<file path="src/rtl/bist_receiver.sv">
// bist_receiver: checker end of the BIST link.
// Regenerates the sender's Galois LFSR pattern locally, compares every valid
// incoming word against it and accumulates an error count, a sticky
// per-channel fail mask and a final pass verdict.
// Optional feature macro: BIST_RECEIVER_FIRST_FAIL_EN (captures the case
// index of the first failing word on first_fail_index).
module bist_receiver #(
  parameter int unsigned  TEST_CHANNELS = 70,
  parameter logic [31:0]  SEED          = 32'hdeadbeef,
  parameter int unsigned  TEST_CASES    = 1000,
  localparam int unsigned CW            = (TEST_CASES == 0) ? 1 : $clog2(TEST_CASES + 1)
) (
  input  logic                     clk,
  input  logic                     reset,
  input  logic [TEST_CHANNELS-1:0] input_channels,
  input  logic                     in_valid,
  output logic                     ready,
  output logic                     pass,
  output logic [CW-1:0]            error_count,
  output logic [TEST_CHANNELS-1:0] error_channels,
  output logic [CW-1:0]            first_fail_index
);

  localparam int unsigned LW = 32;

  // Feedback taps of the right-shifting Galois LFSR shared with the sender.
  localparam logic [LW-1:0] TAPS = 32'h80200003;

  // A zero seed would lock the LFSR at zero; substitute 1 exactly as the sender does.
  localparam logic [LW-1:0] SEED_EFF = (SEED == 32'h0) ? 32'h1 : SEED;

  // Index of the final case; unused when there are no cases at all.
  localparam logic [CW-1:0] LAST_CASE = (TEST_CASES == 0) ? '0 : CW'(TEST_CASES - 1);

  // Saturation ceiling for the error counter.
  localparam logic [CW-1:0] ERR_MAX = '1;

  typedef enum logic {
    RUN  = 1'b0,
    DONE = 1'b1
  } state_t;

  // With zero cases the run is trivially complete right out of reset.
  localparam state_t INIT_STATE = (TEST_CASES == 0) ? DONE : RUN;

  state_t                   state;
  logic [LW-1:0]            lfsr;
  logic [CW-1:0]            case_cnt;

  logic [LW-1:0]            lfsr_next_c;
  logic [TEST_CHANNELS-1:0] expected_c;
  logic [TEST_CHANNELS-1:0] mismatch_c;
  logic                     any_mismatch_c;
  logic                     check_c;

  // Next LFSR state: shift right, fold taps in when the bit shifted out is 1.
  always_comb begin
    lfsr_next_c = {1'b0, lfsr[LW-1:1]};
    if (lfsr[0]) begin
      lfsr_next_c = lfsr_next_c ^ TAPS;
    end
  end

  // Expected word: the 32-bit LFSR state replicated across the channel word,
  // the top partial copy taking the low LFSR bits.
  always_comb begin
    expected_c = '0;
    for (int unsigned i = 0; i < TEST_CHANNELS; i++) begin
      expected_c[i] = lfsr[i % LW];
    end
  end

  // Per-word compare against the regenerated pattern.
  always_comb begin
    mismatch_c     = input_channels ^ expected_c;
    any_mismatch_c = |mismatch_c;
    check_c        = (state == RUN) && in_valid;
  end

  // Main checker FSM with registered verdict outputs.
  always_ff @(posedge clk) begin
    if (reset) begin
      state          <= INIT_STATE;
      lfsr           <= SEED_EFF;
      case_cnt       <= '0;
      error_count    <= '0;
      error_channels <= '0;
      ready          <= 1'b0;
      pass           <= 1'b0;
    end else begin
      unique case (state)
        RUN: begin
          if (in_valid) begin
            error_channels <= error_channels | mismatch_c;
            if (any_mismatch_c && (error_count != ERR_MAX)) begin
              error_count <= error_count + CW'(1);
            end
            lfsr     <= lfsr_next_c;
            case_cnt <= case_cnt + CW'(1);
            if (case_cnt == LAST_CASE) begin
              state <= DONE;
              ready <= 1'b1;
              pass  <= (error_count == '0) && !any_mismatch_c;
            end
          end
        end
        DONE: begin
          // Inputs are ignored; verdict holds until the next reset.
          ready <= 1'b1;
          pass  <= (error_count == '0);
        end
        default: begin
          state <= INIT_STATE;
        end
      endcase
    end
  end

`ifdef BIST_RECEIVER_FIRST_FAIL_EN
  logic fail_seen;

  // Latch the case index of the first failing word; the flag blocks later updates.
  always_ff @(posedge clk) begin
    if (reset) begin
      fail_seen        <= 1'b0;
      first_fail_index <= '0;
    end else if (check_c && any_mismatch_c && !fail_seen) begin
      fail_seen        <= 1'b1;
      first_fail_index <= case_cnt;
    end
  end
`else
  // Capture disabled: index is constant zero.
  assign first_fail_index = '0;
`endif

endmodule

</file>
<file path="config.mk">
export PLATFORM = sky130hd
export DESIGN_NAME = bist_receiver
export DESIGN_NICKNAME = d
export VERILOG_FILES = /design/src/rtl/bist_receiver.sv
export SDC_FILE = /design/constraint.sdc
export NUM_CORES = 1
export LEC_CHECK = 0
export CORE_UTILIZATION = 35
export CTS_BUF_LIST = sky130_fd_sc_hd__clkbuf_4
export DETAILED_ROUTE_END_ITERATION = 10
export PLACE_DENSITY = 0.66
export SETUP_SLACK_MARGIN = 0.4
export SLEW_MARGIN = 5
export SYNTH_ARGS = -nofsm -noshare
export SYNTH_HDL_FRONTEND = slang
export SYNTH_SLANG_ARGS = --single-unit
</file>
<file path="constraint.sdc">
create_clock -name clk -period 2.1 [get_ports clk]
set_input_delay 0.21 -clock clk [delete_from_list [all_inputs] [get_ports clk]]
set_output_delay 0.21 -clock clk [all_outputs]
set_load 0.05 [all_outputs]
</file>
After elaboration in Yosys (flattened, before gate mapping)
Index checks and enable logic that the tools add are counted.
{ "op_classes": {"add_sub_neg": 2, "n_eq_ne": 4, "muxes": 10, "bitwise": 4, "n_reduce_logical": 8} }
{ "op_table": {"columns": ["operator", "n"], "rows": [
  ["$or A70 B70 Y70", 1],
  ["$reduce_or A70 Y1", 1],
  ["$xor A70 B70 Y70", 1],
  ["$mux W32", 1],
  ["$add A10 B1 Y10 const B", 2],
  ["$eq A10 B10 Y1 const B", 1],
  ["$logic_not A10 Y1", 1],
  ["$ne A10 B10 Y1 const B", 1],
  ["$mux W1", 7],
  ["$not A3 Y4", 1],
  ["$pmux W1 S2", 2],
  ["$reduce_and A2 Y1", 2],
  ["$reduce_and A3 Y1", 1],
  ["$logic_and A1 B1 Y1", 2],
  ["$ne A2 B1 Y1 const B", 1],
  ["$ne A2 B2 Y1 const B", 1],
  ["$logic_not A1 Y1", 1],
  ["$not A1 Y1", 1]
]} }
{ "totals": {"ff_bits": 125, "inputBits": 73, "output_inout_bits": 92, "wordCells": 35} }

Depth between registers and ports, before layout
{ "logic_depth": {"depth_word": 7, "mapped_depth": 8, "depth_no_buf": 7} }

Worst setup path after synthesis
Ideal clock, no wire load.
{ "synth_path": {"kind": "flip-flop to flip-flop", "start": "register error_count[3]", "end": "register error_count[8]", "setup_ps": 121, "t_arrival_ps": 2001, "path_slack_ps": -22, "stages_incl_launch_ff": 7, "n_path_buf": 0, "synth_period_minus_slack_ps": 2122, "cell_sequence": "dfxtp_1 -> and4_1 -> nand3_1 -> o21a_1 -> a21boi_2 -> nor3b_1 -> mux2_4"} }
{ "synth_via": {"elab_chain_cells": 3} }
{ "synth_rtl": {"columns": ["item", "line_no", "source"], "rows": [
  ["start: declaration", "19", "output logic [CW-1:0] error_count,"],
  ["start signal: assignment", "96", "error_count <= error_count + CW'(1);"],
  ["parallel branches: the longest is 3 deep, another holds $add A10 B1 Y10", null, null]
]} }
Several ways; the timed one is not identified.
A chain may end at the register's enable or synchronous reset.

Final worst setup path
{ "layout_path": {"start": "register lfsr[0]", "end": "register error_count[8]"} }
{ "layout_via": {"elab_chain_cells": 4} }
{ "layout_rtl": {"columns": ["item", "line_no", "source"], "rows": [
  ["start: declaration", "47", "logic [LW-1:0] lfsr;"],
  ["start signal: assignment", "98", "lfsr <= lfsr_next_c;"],
  ["$xor A70 B70 Y70", "75", "mismatch_c = input_channels ^ expected_c;"],
  ["$reduce_or A70 Y1", "76", "any_mismatch_c = |mismatch_c;"],
  ["$logic_and A1 B1 Y1", "95", "if (any_mismatch_c && (error_count != ERR_MAX)) begin"],
  ["$reduce_and A3 Y1 (no source line)", null, null]
]} }
Every way passes these cells.

==> results_dict.tcl <==
set metrics [dict create \
    portBuffers 154 \
    synthesis.area_um2 5150 \
    cpMostUsedCell "nor4_4" \
    clock_path_buffers 2 \
    grt_pass1_vias 4663 \
    setup_viol 8 \
    antenna_found_initial 0 \
    p_per_area_nw_per_um2 770 \
    reg2regPathDepth 8 \
    fillers 1318 \
    core-area_um2 14100 \
    yosysWarnings 0 \
    finalWorstSetupSlack_ns -0.115 \
    min_period_ns 2.21 \
    finalNetCount 877 \
    hold_class "input port to flop" \
    place_congestion 0.821 \
    skew_ns 0.0152 \
    finalHoldViolCount 0 \
    fmax_mhz 452 \
    die-area_um2 15200 \
    mostFrequentLayoutCells "112 x dfxtp_1, 89 x nor2_1, 82 x a21oi_1, 74 x nand2_1, 72 x xor2_1" \
    yosys.area_share.xor_xnor_pct 14.1 \
    rsz0062_at_grt "true" \
    multi_input_area_um2 2620 \
    maxCapViolCount 0 \
    path_clk_slew_ns 0.11 \
    synth_compound_area_share_pct 10.7 \
    mostFrequentLayoutCell "dfxtp_1" \
    dp_hpwl_mm 11.1 \
    area_growth_pct 47.4 \
    vias 4785 \
    power_mw 5.84 \
    leakagePower_nw 3.24 \
    grt_start_max_net_pins 66 \
    worst_pin_slew_ns 0.540 \
    worst_setup_path_end_kind "flop" \
    wirelength_mm 15.4 \
    drc 0 \
    ant_nets 0 \
    worstHoldPathCells 2 \
    slew_headroom_pct 63.9 \
    cp-start-kind "flop" \
    worstPathRequired_ns 2.54 \
    rows 43 \
    clock-sinks 125 \
    tns_ns -0.493 \
    grt_pass1_wl_mm 23.6 \
    fp.dieW_um 123 \
    seq_area_um2 2520 \
    ys_seq_area_share_pct 48.6 \
    yosys.cell_types.count 39 \
    ios 165 \
    start_util_pct 36.5 \
    critPathTopFamily "simple AND/OR/NAND/NOR gates" \
    grt_remaining_overflow 0 \
    syn_avg_cell_area_um2 8.56 \
    crit_chain "buf_6 -> xor2_4 -> nor4_4 -> nand4_1 -> nor4_4 -> a21boi_2 -> nor3b_4 -> mux2_4" \
    dr.first_iter.drc_count 284 \
    numCtsBuffers 17 \
    ys_ff_latch 125 \
    finalCritPeriodShare_pct 105 \
    muxShareOfSynthArea_pct 0.681 \
    synth_ff_type "dfxtp_1" \
    antenna_cells 0 \
    synth_top_area_share_pct 48.6 \
    clk_latency_ns 0.54 \
    slowest_stage "nor4_4" \
    synthArstFlopShare_pct 0 \
    slew_viol_final 0 \
    run_status "finished, violations left" \
    path_buf_inv 1 \
    grt.total_usage_pct 20.7 \
    synthCells 601 \
    worstPathArrival_ns 2.66 \
    synth_fa_ha_area_share_pct 0.729 \
    drive_above_1_share_pct 20.5 \
    dp_cells 960 \
    synth_edf_count 0 \
    viasPerCell 4.81 \
    instances_no_fill 994 \
    fp.dieH_um 123 \
    path_depth 8 \
    cpPeakStageDelay_ns 0.36 \
    crit_type "flop to flop" \
    drtPass1Iterations 4 \
    worst_hold_slack_ns 0.0818 \
    htreeDepth 4 \
    yosys.area.top_type "dfxtp_1" \
    synth_top_family_by_area "simple AND/OR/NAND/NOR gates" \
    crit_fanout 3 \
    failed_checks "setup timing" \
    synthSimpleGateAreaFrac_pct 20.1 \
    wl_per_cell_um 15.5 \
    worst_ir_drop_vdd_mv 0.481 \
    yosys-top-cells-area "dfxtp_1 49%, xor2_1 13%, a21oi_1 8.5%" \
    cts_tree "done" \
    root_buffer "clkbuf_4" \
]
-- state kept, by name (all words and copies together), names as in the netlist --
signal,cells
error_channels,70
lfsr,32
case_cnt,10
error_count,10
pass,1
ready,1
state,1
-- metrics by stage --
stage / setup slack [ns] / instance area [um^2] / utilization (%)
3_5_place_dp: -0.499 / 7220 / 51.3
5_1_grt: -0.231 / 7580 / 53.8
6_report: -0.115 / 7580 / 53.8
3_3_place_gp: -0.518 / 7220 / 51.3
4_1_cts: -0.120 / 7420 / 52.6
2_1_floorplan: 0.0603 / 5190 / -
-- area by class of cell --
class	instances	area share, %
tap	180	2.97
inverter	7	0.346
timing repair buffer	218	25.4
clock inverter	14	1.68
multi-input combinational	432	34.6
clock buffer	18	1.78
sequential	125	33.2
-- timing repair --
action | 4_1_cts | 5_1_grt
pin swaps | 2 | 19
setup buffers | 0 | 2
endpoints found under the setup margin | 93 | 68
gates resized for setup | 109 | 106
endpoints found under the hold margin | 0 | 0
hold buffers | 0 | 0
-- routing by layer --
| layer | GRT usage (%) | up-vias | wire, um |
|---|---|---|---|
| li1 | - | 2380 | - |
| met1 | 25.3 | 2234 | 6630 |
| met2 | 33.8 | 161 | 7380 |
| met3 | 7.52 | 10 | 1210 |
| met4 | 6.40 | 0 | 142 |
| met5 | 0 | - | 0 |
-- worst paths after layout --
| check | startpoint | endpoint | slack, ns |
|---|---|---|---|
| setup / recovery | lfsr[0] | error_count[8] | -0.11 |
| hold / removal | reset | state | 0.08 |
| setup reg to reg | lfsr[0] | error_count[8] | -0.11 |
| hold reg to reg | ready | ready | 0.45 |
-- cells in the mapped netlist (2+ instances only) --
master and number:
nor2_1 89, xor2_1 76, o211ai_1 2, nand3_1 25, nor2b_1 2, clkbuf_1 31
ha_1 3, inv_1 7, mux2i_1 2, nor3b_1 2, nand4_1 9, nor4_1 19
a31o_2 3, o21a_1 2, buf_6 2, buf_4 10, and4_1 2, nor3_1 3
buf_2 2, dfxtp_1 125, and3_1 2, nand2_1 74, xnor2_1 7, a21oi_1 87
-- power breakdown --
group          total, mW  switching (mW)  internal [mW]  leakage (nW)
logic               1.55           0.975          0.578          2.06
registers           2.69           0.138           2.55          1.04
clock network       1.60           0.902          0.695         0.138
-- cell families after synthesis --
logic type	count (synthesis)
adder cells (fa/ha/maj)	3
XOR/XNOR	83
buffers and inverters	53
AND/OR/NAND/NOR	232
other	1
flip-flops	125
multiplexers	3
AO/OA/AOI/OAI	101
Note: power is estimated with default switching activity, not from simulation.
